## src/rtl/uart_gpio_bridge.sv

```systemverilog
// uart_gpio_bridge: byte-command engine between the UART rx/tx byte cores and
// NUM_PORTS GPIO ports of PORT_W bits. It handles host reads and writes, can
// push input changes to the host unsolicited (notify mode), abandons a write
// whose data byte never arrives, and flags dropped receive bytes.
module uart_gpio_bridge #(
  parameter int NUM_PORTS   = 8,
  parameter int PORT_W      = 8,
  parameter int TIMEOUT_CYC = 5_000_000
) (
  input  logic                        sys_clk,
  input  logic                        sys_rst_n,
  input  logic [7:0]                  rx_data,
  input  logic                        rx_valid,
  output logic [7:0]                  tx_data,
  output logic                        tx_valid,
  input  logic                        tx_ready,
  input  logic [NUM_PORTS*PORT_W-1:0] in_bus,
  output logic [NUM_PORTS*PORT_W-1:0] out_bus,
  output logic                        notify_en,
  output logic                        rx_overrun
);

  localparam int                BUS_W    = NUM_PORTS * PORT_W;
  localparam int                TMO_W    = $clog2(TIMEOUT_CYC + 1);
  localparam logic [TMO_W-1:0]  TMO_LAST = TMO_W'(TIMEOUT_CYC);
  localparam logic [7:0]        ACK      = 8'hAA;
  localparam logic [7:0]        NAK      = 8'hEE;

  typedef enum logic [2:0] {
    S_IDLE,
    S_GET_DATA,
    S_SEND,
    S_SEND_N1,
    S_SEND_N2
  } state_t;

  // Registered state
  state_t             r_state;
  logic [BUS_W-1:0]   r_sync1;
  logic [BUS_W-1:0]   r_sync2;
  logic [BUS_W-1:0]   r_prev;
  logic [BUS_W-1:0]   r_out_bus;
  logic [7:0]         r_tx_data;
  logic               r_tx_valid;
  logic               r_notify_en;
  logic               r_rx_overrun;
  logic               r_pend_valid;
  logic [7:0]         r_pend_data;
  logic [5:0]         r_widx;
  logic [TMO_W-1:0]   r_tmo;
  logic [PORT_W-1:0]  r_nval;

  // Next-state values
  state_t             w_state_next;
  logic [BUS_W-1:0]   w_prev_next;
  logic [BUS_W-1:0]   w_out_bus_next;
  logic [7:0]         w_tx_data_next;
  logic               w_tx_valid_next;
  logic               w_notify_next;
  logic               w_overrun_next;
  logic               w_pend_valid_next;
  logic [7:0]         w_pend_data_next;
  logic [5:0]         w_widx_next;
  logic [TMO_W-1:0]   w_tmo_next;
  logic [PORT_W-1:0]  w_nval_next;

  // Per-port views of the synchronised inputs and their change flags
  logic [PORT_W-1:0]    w_sync_port [NUM_PORTS];
  logic [NUM_PORTS-1:0] w_flag;

  for (genvar gi = 0; gi < NUM_PORTS; gi++) begin : g_port
    assign w_sync_port[gi] = r_sync2[gi*PORT_W +: PORT_W];
    assign w_flag[gi]      = (r_sync2[gi*PORT_W +: PORT_W] != r_prev[gi*PORT_W +: PORT_W]);
  end

  // Byte source: a held pending byte always goes ahead of a fresh rx byte
  logic       w_byte_v;
  logic [7:0] w_byte;
  assign w_byte_v = r_pend_valid | rx_valid;
  assign w_byte   = r_pend_valid ? r_pend_data : rx_data;

  // Lowest-index changed port, for the notify report
  logic              w_hit;
  logic [4:0]        w_hit_idx;
  logic [PORT_W-1:0] w_hit_val;
  always_comb begin
    w_hit     = 1'b0;
    w_hit_idx = '0;
    w_hit_val = '0;
    for (int p = NUM_PORTS - 1; p >= 0; p--) begin
      if (w_flag[p]) begin
        w_hit     = 1'b1;
        w_hit_idx = 5'(p);
        w_hit_val = w_sync_port[p];
      end
    end
  end

  // Read lookup for the port addressed by the current byte
  logic       w_rd_ok;
  logic [7:0] w_rd_val;
  always_comb begin
    w_rd_ok  = 1'b0;
    w_rd_val = '0;
    for (int p = 0; p < NUM_PORTS; p++) begin
      if (w_byte[5:0] == 6'(p)) begin
        w_rd_ok  = 1'b1;
        w_rd_val = 8'(w_sync_port[p]);
      end
    end
  end

  // Command decode, write data, notify reports, tx handshake and rx buffering
  logic w_hs, w_expired, w_decode, w_wdata, w_take, w_ovr_set, w_ovr_clr, w_wr_ok;
  always_comb begin
    w_state_next      = r_state;
    w_prev_next       = r_prev;
    w_out_bus_next    = r_out_bus;
    w_tx_data_next    = r_tx_data;
    w_tx_valid_next   = r_tx_valid;
    w_notify_next     = r_notify_en;
    w_pend_valid_next = r_pend_valid;
    w_pend_data_next  = r_pend_data;
    w_widx_next       = r_widx;
    w_tmo_next        = r_tmo;
    w_nval_next       = r_nval;
    w_ovr_set         = 1'b0;
    w_ovr_clr         = 1'b0;
    w_wr_ok           = 1'b0;
    w_hs              = r_tx_valid & tx_ready;
    // On the expiry cycle GET_DATA behaves as IDLE: a byte there is a new command
    w_expired         = (r_state == S_GET_DATA) && (r_tmo == TMO_LAST);
    w_decode          = w_byte_v && ((r_state == S_IDLE) || w_expired);
    w_wdata           = w_byte_v && (r_state == S_GET_DATA) && !w_expired;
    w_take            = w_decode | w_wdata;

    case (r_state)
      S_IDLE: begin
        if (!w_byte_v && r_notify_en && w_hit) begin
          w_tx_data_next  = {3'b110, w_hit_idx};
          w_tx_valid_next = 1'b1;
          w_nval_next     = w_hit_val;
          for (int p = 0; p < NUM_PORTS; p++) begin
            if (w_hit_idx == 5'(p)) w_prev_next[p*PORT_W +: PORT_W] = w_hit_val;
          end
          w_state_next = S_SEND_N1;
        end
      end
      S_GET_DATA: begin
        if (!w_byte_v) begin
          if (w_expired) w_state_next = S_IDLE;
          else           w_tmo_next   = r_tmo + TMO_W'(1);
        end
      end
      S_SEND: begin
        if (w_hs) begin
          w_tx_valid_next = 1'b0;
          w_state_next    = S_IDLE;
        end
      end
      S_SEND_N1: begin
        if (w_hs) begin
          w_tx_data_next = 8'(r_nval);
          w_state_next   = S_SEND_N2;
        end
      end
      S_SEND_N2: begin
        if (w_hs) begin
          w_tx_valid_next = 1'b0;
          w_state_next    = S_IDLE;
        end
      end
      default: w_state_next = S_IDLE;
    endcase

    if (w_decode) begin
      if (w_byte[7]) begin
        w_widx_next  = w_byte[5:0];
        w_tmo_next   = '0;
        w_state_next = S_GET_DATA;
      end else begin
        w_tx_valid_next = 1'b1;
        w_state_next    = S_SEND;
        if (!w_byte[6]) begin
          w_tx_data_next = w_rd_ok ? w_rd_val : NAK;
        end else begin
          case (w_byte)
            8'h7F: begin
              w_notify_next  = 1'b1;
              w_prev_next    = r_sync2;
              w_tx_data_next = ACK;
            end
            8'h7E: begin
              w_notify_next  = 1'b0;
              w_tx_data_next = ACK;
            end
            8'h7D: begin
              w_ovr_clr      = 1'b1;
              w_tx_data_next = ACK;
            end
            default: w_tx_data_next = NAK;
          endcase
        end
      end
    end

    if (w_wdata) begin
      for (int p = 0; p < NUM_PORTS; p++) begin
        if (r_widx == 6'(p)) begin
          w_out_bus_next[p*PORT_W +: PORT_W] = w_byte[PORT_W-1:0];
          w_wr_ok = 1'b1;
        end
      end
      w_tx_data_next  = w_wr_ok ? ACK : NAK;
      w_tx_valid_next = 1'b1;
      w_state_next    = S_SEND;
    end

    // A byte consumed from pending frees the slot for a same-cycle rx byte
    if (w_take) begin
      if (r_pend_valid && rx_valid) w_pend_data_next  = rx_data;
      else                          w_pend_valid_next = 1'b0;
    end else if (rx_valid) begin
      if (!r_pend_valid) begin
        w_pend_valid_next = 1'b1;
        w_pend_data_next  = rx_data;
      end else begin
        w_ovr_set = 1'b1;
      end
    end

    // Setting the overrun flag wins over a same-cycle clear
    w_overrun_next = w_ovr_set ? 1'b1 : (w_ovr_clr ? 1'b0 : r_rx_overrun);
  end

  // Two-flop input synchroniser
  always_ff @(posedge sys_clk or negedge sys_rst_n) begin
    if (!sys_rst_n) begin
      r_sync1 <= '0;
      r_sync2 <= '0;
    end else begin
      r_sync1 <= in_bus;
      r_sync2 <= r_sync1;
    end
  end

  // State and datapath registers
  always_ff @(posedge sys_clk or negedge sys_rst_n) begin
    if (!sys_rst_n) begin
      r_state      <= S_IDLE;
      r_prev       <= '0;
      r_out_bus    <= '0;
      r_tx_data    <= '0;
      r_tx_valid   <= 1'b0;
      r_notify_en  <= 1'b0;
      r_rx_overrun <= 1'b0;
      r_pend_valid <= 1'b0;
      r_pend_data  <= '0;
      r_widx       <= '0;
      r_tmo        <= '0;
      r_nval       <= '0;
    end else begin
      r_state      <= w_state_next;
      r_prev       <= w_prev_next;
      r_out_bus    <= w_out_bus_next;
      r_tx_data    <= w_tx_data_next;
      r_tx_valid   <= w_tx_valid_next;
      r_notify_en  <= w_notify_next;
      r_rx_overrun <= w_overrun_next;
      r_pend_valid <= w_pend_valid_next;
      r_pend_data  <= w_pend_data_next;
      r_widx       <= w_widx_next;
      r_tmo        <= w_tmo_next;
      r_nval       <= w_nval_next;
    end
  end

  assign tx_data    = r_tx_data;
  assign tx_valid   = r_tx_valid;
  assign out_bus    = r_out_bus;
  assign notify_en  = r_notify_en;
  assign rx_overrun = r_rx_overrun;

endmodule

```

## config.mk

```make
export PLATFORM = sky130hd
export DESIGN_NAME = uart_gpio_bridge
export DESIGN_NICKNAME = d
export VERILOG_FILES = /design/src/rtl/uart_gpio_bridge.sv
export SDC_FILE = /design/constraint.sdc
export NUM_CORES = 1
export LEC_CHECK = 0
export ABC_CLOCK_PERIOD_IN_PS = 7100
export CAP_MARGIN = 40
export CORE_UTILIZATION = 55
export DETAILED_ROUTE_END_ITERATION = 8
export GPL_ROUTABILITY_DRIVEN = 0
export HOLD_SLACK_MARGIN = 0.03
export PLACE_DENSITY = 0.78
export SLEW_MARGIN = 20
export SYNTH_ARGS = -nofsm -noshare
export SYNTH_HDL_FRONTEND = slang
export SYNTH_SLANG_ARGS = --single-unit
```

## constraint.sdc

```tcl
create_clock -name sys_clk -period 7.1 [get_ports sys_clk]
set_input_delay 1.775 -clock sys_clk [delete_from_list [all_inputs] [get_ports sys_clk]]
set_output_delay 1.775 -clock sys_clk [all_outputs]
set_load 0.03 [all_outputs]
```

==> reports/qor.yml <==
synthesis:
  ys_seq_area_share_pct: 59.45
  synthCells: 1123
  synth_area_leaders: "dfrtp_1 (59%), mux2_2 (6.6%), xnor2_1 (3.3%)"
  synth_seq_cells: 316
  syn-num-nets: 1201
  yosysWarnings: 0
  synth_flop_cell: "dfrtp_1"
  yosysTopAreaCellShare_pct: 59.45
  ys_async_sr_fraction_pct: 100.0
  yosysUniqueCellTypes: 65
  yosys.area.top_type: "dfrtp_1"
  syn_area_mm2: 0.01330
  synth_edf_count: 0
  syn_area_per_cell_um2: 11.84
layout:
  final-seq-area_mm2: 0.007908
  multi_input_area_mm2: 0.005161
  drive_gt1_share_pct: 13.36
  nNetsFinal: 1355
  areaGrowthSynthToFinish_pct: 23.25
  nFillCells: 1694
  antenna-diode-count: 0
  finalCoreUtilization_pct: 69.43
  final_cell_area_mm2: 0.01639
timing:
  finalSetupViolations: 0
  fin_tns_setup_ns: 0
  finalMaxSlewViolations: 0
  timing.final.ws_setup_ns: 2.768
  period_needed_ns: 4.332
  tightest_slew_ns: 0.8836
  finClkSkew_ns: 0.01425
  rsz0062_at_grt: "false"
  hold_violations: 0
  fmax_mhz: 230.9
  fin_crit_sh_pct: 61.01
  slew_headroom_pct: 41.10
global_routing:
  use_met2_pct: 42.65
  first_global_vias: 9307
  grtUsageTotal_pct: 27.01
  antenna_found_initial: 0
  grt_use_met1_pct: 36.92
  grt_first_pass_wirelength_mm: 51.23
  busiest_layer: "met2"
  overflow: 0
  grt_max_degree: 157
  met3_usage_pct: 4.818
floorplan:
  die_area_mm2: 0.02481
  num_rows: 56
  start_util_pct: 56.33
  io_pins: 151
  core_mm2: 0.02361
  chipHeight_um: 157.5
  die_w_um: 157.5
pwr:
  power.leakage_uw: 0.007427
  power_density_mw_per_mm2: 384.4
  irDropWorstVdd_v: 0.0001850
worst_hold_path:
  hold_class: "reg2reg"
clock_tree:
  path_clk_slew_ns: 0.06
  cts_tree: "done"
  clk_latency_ns: 0.51
  clock-sinks: 316
  cts_resized: 0
  cts_hold_buf: 0
  htreeDepth: 2
  cts_buffers: 34
  postCtsSetupRepairBufs: 0
  root_buffer: "clkbuf_16"
  clk_path_buf_depth: 3
route:
  drt_first_pass_iters: 6
  drtAntennaViolNets: 0
  via_count: 9607
  totalWireLength_mm: 32.13
  wl_per_cell_um: 19.82
  drc_errors: 0
  viasPerCell: 5.927
  initialDrtViolationCount: 902
setup_path:
  crit_required_ns: 7.49
  cp-end-kind: "flip-flop"
  cp-start-kind: "primary input"
  critPathMaxFanout: 53
  path_class: "in2reg"
  crit_arrival_ns: 4.72
placement:
  hpwl_mm: 22.21
  port_buffers: 150
  dpl_cell_area_mm2: 0.01514
  place_ws_ns: 2.327
flow_run:
  cap_violations: 0
run_status:
  status: "finished, final reports clean"
## sequential cells by signal, indices dropped and copies added, names as in the netlist
| name | flops |
|---|---|
| r_sync1 | 64 |
| r_state | 3 |
| r_prev | 64 |
| rx_overrun | 1 |
| tx_valid | 1 |
| out_bus | 64 |
| r_pend_data | 8 |
| r_widx | 6 |
| notify_en | 1 |
| r_pend_valid | 1 |
| r_nval | 8 |
| tx_data | 8 |
| r_tmo | 23 |
| r_sync2 | 64 |
## worst max-delay path, stage by stage
cell and delay [ns]:
clkdlybuf4s50_1 0.44, mux2i_1 0.60, nand2_1 0.24, nor4bb_4 0.31
buf_4 0.53, a21oi_1 0.29, and2_1 0.24, a221o_1 0.26
## worst paths after layout
check                                                to                     start  slack [ns]  depth (start not counted)
worst max-delay path               r_prev[39]$_DFF_PN0_                rx_data[7]        2.77                          8
worst min-delay path               r_sync2[0]$_DFF_PN0_      r_sync1[0]$_DFF_PN0_        0.34                          0
worst max register to register     r_prev[39]$_DFF_PN0_  r_pend_valid$_DFFE_PN0P_        3.73                          8
worst min register to register     r_sync2[0]$_DFF_PN0_      r_sync1[0]$_DFF_PN0_        0.34                          0
max in group asynchronous         r_sync2[43]$_DFF_PN0_                 sys_rst_n        4.57                          2
min in group asynchronous       out_bus[44]$_DFFE_PN0P_                 sys_rst_n        1.26                          1
## stage by stage
| stage | hold slack [ns] | total power (uW) | cells |
|---|---|---|---|
| 3_3_place_gp | 0.3335 | 4370 | 1552 |
| 5_1_grt | 0.3527 | 6594 | 1621 |
| 2_1_floorplan | 0.3312 | 3692 | 1123 |
| 3_5_place_dp | 0.3347 | 4434 | 1557 |
| 6_report | 0.3449 | 6301 | 1621 |
| 4_1_cts | 0.3463 | 6312 | 1618 |
## cell usage after synthesis, types with 10 or more instances
master	number
xnor2_1	50
nand2_1	86
nand3_1	36
dfrtp_1	316
nor2_1	81
inv_1	10
and3_1	16
o21ai_0	47
clkbuf_1	36
and4_1	12
xor2_1	38
nor3_1	10
mux2_2	78
a21o_1	30
o21a_1	17
a21oi_1	62
a22o_1	31
nand4_1	23
## report_power, final
group | total, uW | switching (uW) | internal, uW | leakage (uW)
clock | 1860 | 696 | 1160 | 0.000587
sequential | 2450 | 284 | 2170 | 0.00401
combinational | 1990 | 1140 | 858 | 0.00283
total | 6300 | 2120 | 4190 | 0.00743
## per-layer routing
layer  part of all wire, %  up-vias
met3                   7.9       97
met4                   3.8        0
li1                      -     4368
met2                    47      497
met5                     0        -
met1                    41     4645
## placed cells by master (no fill, tap or decap), types with 9 or more instances in the layout
| master | n |
|---|---|
| mux2_2 | 78 |
| dfrtp_1 | 316 |
| a22o_1 | 31 |
| buf_4 | 12 |
| nand3_1 | 36 |
| and3_1 | 16 |
| o21a_1 | 17 |
| and4_1 | 12 |
| xor2_1 | 38 |
| a21oi_1 | 62 |
| inv_1 | 10 |
| nand2_1 | 86 |
| clkbuf_16 | 35 |
| nand4_1 | 23 |
| nor3_1 | 9 |
| a221oi_1 | 9 |
| xnor2_1 | 50 |
| nor2_1 | 81 |
| clkdlybuf4s50_1 | 149 |
| o21ai_0 | 47 |
| a21o_1 | 30 |
## logic make-up (layout without fill, tap and decap cells)
family	Yosys count	count (layout)	share of synthesized area, %
flip-flops	316	316	59.45
AND/OR/NAND/NOR	305	305	11.62
AO/OA/AOI/OAI	265	265	13.82
XOR/XNOR	88	88	5.795
multiplexers	85	85	7.131
buffers and inverters	61	240	1.919
adder cells (fa/ha/maj)	3	3	0.2634
## final cells by class
type / instances / area share, %
Sequential cell: 316 / 48.24
Multi-Input combinational cell: 746 / 31.48
Timing Repair Buffer: 169 / 10.25
Clock buffer: 44 / 5.976
Tap cell: 319 / 2.435
Clock inverter: 17 / 1.389
Inverter: 10 / 0.2290
Power figures use the tool's default switching activity.
